File: src/rtl/memory_bank_drain.sv
// Read-side controller for the shared DynVC memory bank: per-VC occupancy and
// credit tracking, round-robin read arbitration and a registered output link.
module memory_bank_drain #(
  parameter int max_vc_number     = 4,
  parameter int memory_bank_depth = 32,
  parameter int memory_bank_width = 64,
  parameter int credit_count      = 4,
  localparam int vc_pointer_width = $clog2(max_vc_number),
  localparam int occ_width        = $clog2(memory_bank_depth + 1),
  localparam int cred_width       = $clog2(credit_count + 1)
) (
  input  logic                         clk_i,
  input  logic                         rst_ni,
  input  logic                         write_notify_i,
  input  logic [vc_pointer_width-1:0]  vc_written_into_i,
  output logic                         read_enable_o,
  output logic [vc_pointer_width-1:0]  vc_read_from_o,
  input  logic [memory_bank_width-1:0] bank_flit_i,
  output logic                         flit_valid_o,
  output logic [memory_bank_width-1:0] flit_out_o,
  output logic [vc_pointer_width-1:0]  flit_vc_o,
  input  logic                         credit_return_i,
  input  logic [vc_pointer_width-1:0]  credit_vc_i,
  output logic                         drain_error_o
);

  localparam logic [occ_width-1:0]  occ_full  = occ_width'(memory_bank_depth);
  localparam logic [cred_width-1:0] cred_full = cred_width'(credit_count);
  localparam logic [vc_pointer_width-1:0] rr_reset = vc_pointer_width'(max_vc_number - 1);

  logic [occ_width-1:0]  occ_q  [max_vc_number];
  logic [occ_width-1:0]  occ_d  [max_vc_number];
  logic [cred_width-1:0] cred_q [max_vc_number];
  logic [cred_width-1:0] cred_d [max_vc_number];

  logic [vc_pointer_width-1:0] rr_ptr_q, rr_ptr_d;
  logic                        drain_error_q, drain_error_d;

  logic                         rd_pend_q;
  logic [vc_pointer_width-1:0]  rd_vc_q;
  logic                         flit_valid_q;
  logic [memory_bank_width-1:0] flit_out_q;
  logic [vc_pointer_width-1:0]  flit_vc_q;

  logic [max_vc_number-1:0]    eligible;
  logic [max_vc_number-1:0]    wr_hit;
  logic [max_vc_number-1:0]    rd_hit;
  logic [max_vc_number-1:0]    cr_hit;
  logic                        grant_valid;
  logic [vc_pointer_width-1:0] grant_vc;

  always_comb begin
    eligible = '0;
    wr_hit   = '0;
    rd_hit   = '0;
    cr_hit   = '0;
    for (int v = 0; v < max_vc_number; v++) begin
      eligible[v] = (occ_q[v] != '0) && (cred_q[v] != '0);
      wr_hit[v]   = write_notify_i  && (vc_written_into_i == vc_pointer_width'(v));
      cr_hit[v]   = credit_return_i && (credit_vc_i == vc_pointer_width'(v));
      rd_hit[v]   = grant_valid && (grant_vc == vc_pointer_width'(v));
    end
  end

  // Search starts one past the last grant and wraps, so the last winner goes last.
  always_comb begin
    int idx;
    idx         = 0;
    grant_valid = 1'b0;
    grant_vc    = '0;
    for (int i = 1; i <= max_vc_number; i++) begin
      idx = int'(rr_ptr_q) + i;
      if (idx >= max_vc_number) idx = idx - max_vc_number;
      if (!grant_valid && eligible[idx]) begin
        grant_valid = 1'b1;
        grant_vc    = vc_pointer_width'(idx);
      end
    end
  end

  // Overflowing events are flagged and dropped; coincident inc/dec cancel out.
  always_comb begin
    drain_error_d = drain_error_q;
    rr_ptr_d      = grant_valid ? grant_vc : rr_ptr_q;
    for (int v = 0; v < max_vc_number; v++) begin
      occ_d[v]  = occ_q[v];
      cred_d[v] = cred_q[v];

      if (wr_hit[v] && (occ_q[v] == occ_full)) drain_error_d = 1'b1;
      if (wr_hit[v] && !rd_hit[v] && (occ_q[v] != occ_full)) begin
        occ_d[v] = occ_q[v] + occ_width'(1);
      end else if (rd_hit[v] && !wr_hit[v]) begin
        occ_d[v] = occ_q[v] - occ_width'(1);
      end

      if (cr_hit[v] && (cred_q[v] == cred_full)) drain_error_d = 1'b1;
      if (cr_hit[v] && !rd_hit[v] && (cred_q[v] != cred_full)) begin
        cred_d[v] = cred_q[v] + cred_width'(1);
      end else if (rd_hit[v] && !cr_hit[v]) begin
        cred_d[v] = cred_q[v] - cred_width'(1);
      end
    end
  end

  always_ff @(posedge clk_i or negedge rst_ni) begin
    if (!rst_ni) begin
      for (int v = 0; v < max_vc_number; v++) begin
        occ_q[v]  <= '0;
        cred_q[v] <= cred_full;
      end
      rr_ptr_q      <= rr_reset;
      drain_error_q <= 1'b0;
    end else begin
      for (int v = 0; v < max_vc_number; v++) begin
        occ_q[v]  <= occ_d[v];
        cred_q[v] <= cred_d[v];
      end
      rr_ptr_q      <= rr_ptr_d;
      drain_error_q <= drain_error_d;
    end
  end

  // Bank data arrives the cycle after the request; register it with its VC tag.
  always_ff @(posedge clk_i or negedge rst_ni) begin
    if (!rst_ni) begin
      rd_pend_q    <= 1'b0;
      rd_vc_q      <= '0;
      flit_valid_q <= 1'b0;
      flit_out_q   <= '0;
      flit_vc_q    <= '0;
    end else begin
      rd_pend_q    <= grant_valid;
      rd_vc_q      <= grant_vc;
      flit_valid_q <= rd_pend_q;
      if (rd_pend_q) begin
        flit_out_q <= bank_flit_i;
        flit_vc_q  <= rd_vc_q;
      end
    end
  end

  assign read_enable_o  = grant_valid;
  assign vc_read_from_o = grant_vc;
  assign flit_valid_o   = flit_valid_q;
  assign flit_out_o     = flit_out_q;
  assign flit_vc_o      = flit_vc_q;
  assign drain_error_o  = drain_error_q;

endmodule

File: config.mk
export PLATFORM = sky130hd
export DESIGN_NAME = memory_bank_drain
export DESIGN_NICKNAME = d
export VERILOG_FILES = /design/src/rtl/memory_bank_drain.sv
export SDC_FILE = /design/constraint.sdc
export NUM_CORES = 1
export LEC_CHECK = 0
export ABC_AREA = 1
export CAP_MARGIN = 20
export CORE_UTILIZATION = 30
export CTS_BUF_LIST = sky130_fd_sc_hd__clkbuf_4 sky130_fd_sc_hd__clkbuf_8
export DETAILED_ROUTE_END_ITERATION = 16
export PLACE_DENSITY_LB_ADDON = 0.12
export SETUP_SLACK_MARGIN = 0.3
export SYNTH_ARGS = -nofsm -noshare
export SYNTH_HDL_FRONTEND = slang
export SYNTH_SLANG_ARGS = --single-unit
File: constraint.sdc
create_clock -name clk_i -period 7.7 [get_ports clk_i]
set_input_delay 1.54 -clock clk_i [delete_from_list [all_inputs] [get_ports clk_i]]
set_output_delay 1.54 -clock clk_i [all_outputs]
set_load 0.01 [all_outputs]
== After elaboration in Yosys (flattened, before gate mapping) ==
Cells that the tools add are included.

* Mux-type cells: 48
* Add/sub/neg operators: 24
* Eq/ne operators: 25
* Order comparisons: 8
* Reduce and logical (&&, ||, !) cells: 86

{| class="wikitable"
|+ Operators with widths
! cell !! number
|-
| 32-bit by 4-bit < comparator with 1-bit output (second input constant) || 4
|-
| 32-bit two-way mux || 4
|-
| 1-bit logical AND || 51
|-
| 6-bit two-way mux || 8
|-
| 6-bit by 1-bit adder with 6-bit output (second input constant) || 4
|-
| 6-bit equality test (second input constant) || 4
|-
| 3-bit two-way mux || 8
|-
| 6-bit inequality test (second input constant) || 4
|-
| 6-bit nonzero test || 4
|-
| 6-bit by 1-bit subtractor with 6-bit output (second input constant) || 4
|-
| 1-bit two-way mux || 20
|-
| 2-bit nonzero test || 8
|-
| 1-bit zero test || 15
|-
| 3-bit by 1-bit adder with 3-bit output (second input constant) || 4
|-
| 2-bit equality test (second input constant) || 6
|-
| 3-bit equality test (second input constant) || 4
|-
| 3-bit inequality test (second input constant) || 4
|-
| 3-bit nonzero test || 4
|-
| 3-bit by 1-bit subtractor with 3-bit output (second input constant) || 4
|-
| 3-bit by 3-bit subtractor with 4-bit output (second input constant) || 3
|-
| 3-bit >= comparator (second input constant) || 3
|-
| 1-bit binary-select mux with 2-bit select || 4
|-
| 2-bit two-way mux || 4
|-
| 8-bit nonzero test || 1
|-
| 7 further kinds || 12
|}

* Word-level logic and storage cells: 206
* Register bits: 109
* Output and inout bits: 71
* Bits of input ports: 72

== Depth between registers and ports, before layout ==
* Depth after elaboration: 22
* Mapped depth: 24
* Depth with buffers taken out: 24

== Least setup slack after synthesis ==
No wires, ideal clock.

* Path type: input port to flip-flop
* Start point: input vc_written_into_i[1]
* End point: register occ_q[23] (netlist name)
* Buffers on the path: 0
* Setup slack: 4.283 ns
* Stages: 13
* Library setup time: 0.118 ns
* Required time: 7.582 ns
* Data arrival time: 3.300 ns
* Cell sequence: nor3_1 inv_1 nor2_1 nand2_4 ha_1 a21oi_1 nand2_1 a21oi_1 inv_1 a21oi_1 nand4_1 nand3_1 nand2_1

* Cells in the longest elaborated chain, start to end: 5
* Elaborated cells between the ends (all ways): 8
* Those cells by class: 1 x mux; 7 x reduce/logical

{| class="wikitable"
|+ RTL lines
! item !! line !! source
|-
| start, declared || 15 || <nowiki>input logic [vc_pointer_width-1:0] vc_written_into_i,</nowiki>
|-
| 2-bit zero test (*) || 59 || <nowiki>wr_hit[v] = write_notify_i && (vc_written_into_i == vc_pointer_width'(v));</nowiki>
|-
| 1-bit logical AND (*) || 59 ||
|-
| 1-bit logical AND / 1-bit zero test (equally long branches) || 90, 92 ||
|-
| 1-bit logical AND, on equally long branches || 90, 92 ||
|-
| 6-bit two-way mux / 2-bit nonzero test (equally long branches) || -- ||
|-
| end signal, assigned by index || 115 || <nowiki>occ_q[v] <= occ_d[v];</nowiki>
|-
| end, declared || 31 || <nowiki>logic [occ_width-1:0] occ_q [max_vc_number];</nowiki>
|}

Every way passes the cells marked *; elsewhere a longest branch is shown, timed or not.
A chain may end at the register's enable or synchronous reset.

== Final worst setup path ==
* Start point: register rr_ptr_q[0]
* End point: output vc_read_from_o[1]

* Cells in the longest elaborated chain, start to end: 16
* Elaborated cells between the ends (all ways): 41
* Those cells by class: 8 x add/sub; 4 x order compare; 23 x mux; 6 x reduce/logical

{| class="wikitable"
|+ RTL lines
! item !! line !! source
|-
| start, declared || 36 || <nowiki>logic [vc_pointer_width-1:0] rr_ptr_q, rr_ptr_d;</nowiki>
|-
| start signal, assigned || 111 || <nowiki>rr_ptr_q <= rr_reset;</nowiki>
|-
| start signal, assigned || 118 || <nowiki>rr_ptr_q <= rr_ptr_d;</nowiki>
|-
| 2-bit by 1-bit adder with 3-bit output || 72 || <nowiki>idx = int'(rr_ptr_q) + i;</nowiki>
|-
| 3-bit by 3-bit subtractor with 4-bit output / 3-bit >= comparator (equally long branches) || 73 || <nowiki>if (idx >= max_vc_number) idx = idx - max_vc_number;</nowiki>
|-
| 32-bit two-way mux || 73 ||
|-
| 1-bit binary-select mux with 2-bit select || 74 || <nowiki>if (!grant_valid && eligible[idx]) begin</nowiki>
|-
| 1-bit two-way mux (implied by the code) (2 in series) || 74 ||
|-
| 1-bit two-way mux || 74 ||
|-
| 1-bit zero test || 74 ||
|-
| 1-bit logical AND || 74 ||
|-
| 1-bit two-way mux || 74 ||
|-
| 1-bit zero test || 74 ||
|-
| 1-bit logical AND || 74 ||
|-
| 1-bit two-way mux || 74 ||
|-
| 1-bit zero test || 74 ||
|-
| 1-bit logical AND || 74 ||
|-
| 2-bit two-way mux (*) || 74 ||
|-
| end, declared || 17 || <nowiki>output logic [vc_pointer_width-1:0] vc_read_from_o,</nowiki>
|}

Every way passes the cells marked *; elsewhere a longest branch is shown, timed or not. The select of a mux whose other input is x is not followed.

==> impl_metrics.env <==
export IMPL_wire_per_inst_um=14.4
export IMPL_ant_nets=0
export IMPL_path_clk_slew_ns=0.11
export IMPL_drtIter0Drc=185
export IMPL_critPathKind="reg -> out"
export IMPL_grt_max_degree=68
export IMPL_grt_pass1_wl_mm=22.2
export IMPL_crit_fanout=10
export IMPL_regToRegSetupSlack_ns=4.29
export IMPL_syn_nets=658
export IMPL_p_sw_uw=1600
export IMPL_setup_viol=0
export IMPL_rsz0062_at_grt="no"
export IMPL_tightest_slew_ns=0.870
export IMPL_multiInputGateArea_um2=2840
export IMPL_synthMuxAreaShare_pct=12.9
export IMPL_synth_seq_cells=109
export IMPL_period_needed_ns=4.28
export IMPL_antenna_found_initial=0
export IMPL_cts_tree="done"
export IMPL_syn_cell_area_um2=5780
export IMPL_synth_top_family_by_area="simple AND/OR/NAND/NOR gates"
export IMPL_power_density_nw_per_um2=453
export IMPL_drcViolationCount=0
export IMPL_yosysWarnings=0
export IMPL_synthAdderAreaFrac_pct=6.45
export IMPL_nets=805
export IMPL_fp_dieH_um=141
export IMPL_dpl_cell_count=931
export IMPL_ys_seq_area_share_pct=47.3
export IMPL_yosys_area_share_xor_xnor_pct=3.12
export IMPL_post_cts_resized=0
export IMPL_ios=143
export IMPL_vias_per_cell=4.69
export IMPL_globalRouteOverflowTotal=0
export IMPL_synthTopCellsByArea="dfrtp_1, mux2_2, nand2_1"
export IMPL_clkPwrFrac_pct=11.7
export IMPL_seq_area_um2=2740
export IMPL_power_uw=3490
export IMPL_num_antenna_cells=0
export IMPL_clk_path_buf_depth=2
export IMPL_min_from="rd_vc_q[1]$_DFF_PN0_"
export IMPL_finalSetupTns_ns=0
export IMPL_fin_skew_ns=0.0133
export IMPL_syn_avg_cell_area_um2=10.3
export IMPL_num_rows=50
export IMPL_synth_top_area_share_pct=44.6
export IMPL_synth_async_sr_flop_share_pct=100
export IMPL_worstPathRequired_ns=6.16
export IMPL_dp_hpwl_mm=10.3
export IMPL_p_leak_uw=0.00343
export IMPL_fill_cells=1811
export IMPL_start_util_pct=30.8
export IMPL_p_int_uw=1890
export IMPL_slew_violations=0
export IMPL_ys_flop_type="dfrtp_1"
export IMPL_min_path_type="reg -> reg"
export IMPL_netSwitchingFraction_pct=45.9
export IMPL_vias=4445
export IMPL_routed_wl_mm=13.6
export IMPL_maxCapViolCount=0
export IMPL_start_kind="flip-flop"
export IMPL_fmax_mhz=234
export IMPL_clock_sinks=109
export IMPL_yosysTopAreaCell="dfrtp_1"
export IMPL_core_um2=18800
export IMPL_die_area_um2=19800
export IMPL_hold_ws_ns=0.488
export IMPL_grtUsageTotal_pct=14.3
export IMPL_status="finished, final reports clean"
export IMPL_finalNonFillerCells=947
export IMPL_holdPathEnd="flit_vc_o[1]$_DFFE_PN0P_"
export IMPL_die_width_um=141
export IMPL_critPathCaptureType="output port"
export IMPL_comb_power_share_pct=60.5
export IMPL_seqPwrFrac_pct=27.7
export IMPL_min_path_cells=1
export IMPL_worstSkewPairLatency_ns=0.39
export IMPL_r2r_cells=19
export IMPL_ir_drop_mv=0.191
export IMPL_cts_max_level=3
export IMPL_gp_congestion=0.807
export IMPL_synth_simple_area_share_pct=23.5
export IMPL_numCtsBuffers=9
export IMPL_port_buffers=142
export IMPL_cts_hold_buf=0
export IMPL_drive_above_1_share_pct=19.8
export IMPL_syn_to_final_growth_pct=33.3
export IMPL_r2r_end="occ_q[23]$_DFFE_PN0P_"
export IMPL_grt_pass1_vias=4438
export IMPL_max_slew_margin_pct=42.0
export IMPL_worstPathArrival_ns=2.74
export IMPL_post_cts_buffers=0
export IMPL_hold_viol=0
export IMPL_final_min_period_over_clock_period_pct=55.6
export IMPL_cts_root_buf="clkbuf_8"
export IMPL_r2r_start="rr_ptr_q[0]$_DFFE_PN1P_"
export IMPL_synth_edf_count=0
export IMPL_synth_cell_types=38
export IMPL_synth_compound_area_share_pct=3.18
export IMPL_postSynthCellCount=561
export IMPL_dr_pass1_iters=4
metrics by stage:
stage	setup WS [ns]	area (um2)	utilization (%)
3_5_place_dp	3.36	7470	39.8
6_report	3.42	7710	41.1
5_1_grt	3.26	7710	41.1
3_3_place_gp	3.51	7470	39.8
2_1_floorplan	4.28	5780	-
4_1_cts	3.42	7710	41.1
placed cells by master (no fill, tap or decap), types with 2 or more instances in the layout:
cell and instances:
inv_2 3, buf_4 3, o21ai_0 2, fa_1 8, xnor2_1 3, nand2_1 104
clkbuf_8 9, xor2_1 12, nand4_1 7, ha_1 17, dfstp_2 6, nand3_2 6
nor2_2 2, o21ai_2 2, clkdlybuf4s50_1 141, a21oi_1 23, nor2_4 2, dfrtp_1 102
nor2_1 34, nand2_2 9, mux2_2 66, nand3b_1 5, inv_1 40, nand3_4 2
nand3_1 59, nand2_4 14, bufinv_16 2, nor3_1 11, xor2_2 2
per-layer routing:
| metal | share of wire, % | track usage (%) |
|---|---|---|
| met1 | 46 | 17.4 |
| met2 | 46 | 24.3 |
| met3 | 7.5 | 5.03 |
| met4 | 0.57 | 3.26 |
| met5 | 0 | 0 |
flip-flops by register name, summed over array words and instances (netlist names):
signal,flops
cred_q,12
drain_error_o,1
flit_out_o,64
flit_valid_o,1
flit_vc_o,2
occ_q,24
rd_pend_q,1
rd_vc_q,2
rr_ptr_q,2
logic make-up (layout without fill, tap and decap cells):
kind of cell / Yosys count / in the layout
fa+ha+maj: 25 / 25
xor+xnor: 18 / 18
mux: 66 / 66
flops: 109 / 109
buf+inv: 52 / 204
compound gates: 31 / 31
simple gates: 260 / 260
how the worst max path moves through the flow:
stage,to,slack (ns),from
final,vc_read_from_o[1],3.42,rr_ptr_q[0]$_DFFE_PN1P_
after global routing,vc_read_from_o[1],3.26,occ_q[12]$_DFFE_PN0P_
after CTS,vc_read_from_o[1],3.42,rr_ptr_q[0]$_DFFE_PN1P_
after detailed placement,occ_q[23]$_DFFE_PN0P_,3.36,write_notify_i
after global placement,occ_q[23]$_DFFE_PN0P_,3.51,write_notify_i
after floorplan,occ_q[23]$_DFFE_PN0P_,4.28,vc_written_into_i[1]
Yosys cell counts, types with 5 or more instances:
| cell type | count |
|---|---|
| nand2_1 | 104 |
| dfrtp_1 | 103 |
| mux2_2 | 66 |
| nand3_1 | 59 |
| inv_1 | 40 |
| nor2_1 | 34 |
| a21oi_1 | 23 |
| ha_1 | 17 |
| nand2_4 | 14 |
| xor2_1 | 12 |
| nor3_1 | 11 |
| nand2_2 | 9 |
| fa_1 | 8 |
| clkbuf_1 | 7 |
| nand4_1 | 7 |
| dfstp_2 | 6 |
| nand3_2 | 6 |
| nand3b_1 | 5 |
layout make-up:
| type | count | area share (%) |
|---|---|---|
| clock buffers | 10 | 1.70 |
| clock inverters | 6 | 1.36 |
| inverters | 44 | 2.18 |
| multi-input cells | 400 | 36.9 |
| flip-flops and latches | 109 | 35.5 |
| well taps | 234 | 3.80 |
| repair buffers | 144 | 18.6 |
critical path, stage by stage, from the launching register on:
cell             delay [ns]
dfstp_2                0.70
inv_2                  0.12
nand3_1                0.11
nand3_1                0.12
nand2_2                0.15
nand4_1                0.10
nand2_1                0.21
o21bai_4               0.25
clkdlybuf4s50_1        0.60
power groups by stage:
stage | clock [uW] | combinational [uW] | sequential, uW
final | 410 | 2120 | 969
after global routing | 454 | 2360 | 1000
after CTS | 433 | 2140 | 971
after detailed placement | 0 | 2140 | 981
after global placement | 0 | 2080 | 976
after floorplan | 0 | 1520 | 984
Note: power is estimated with default switching activity, not from simulation.
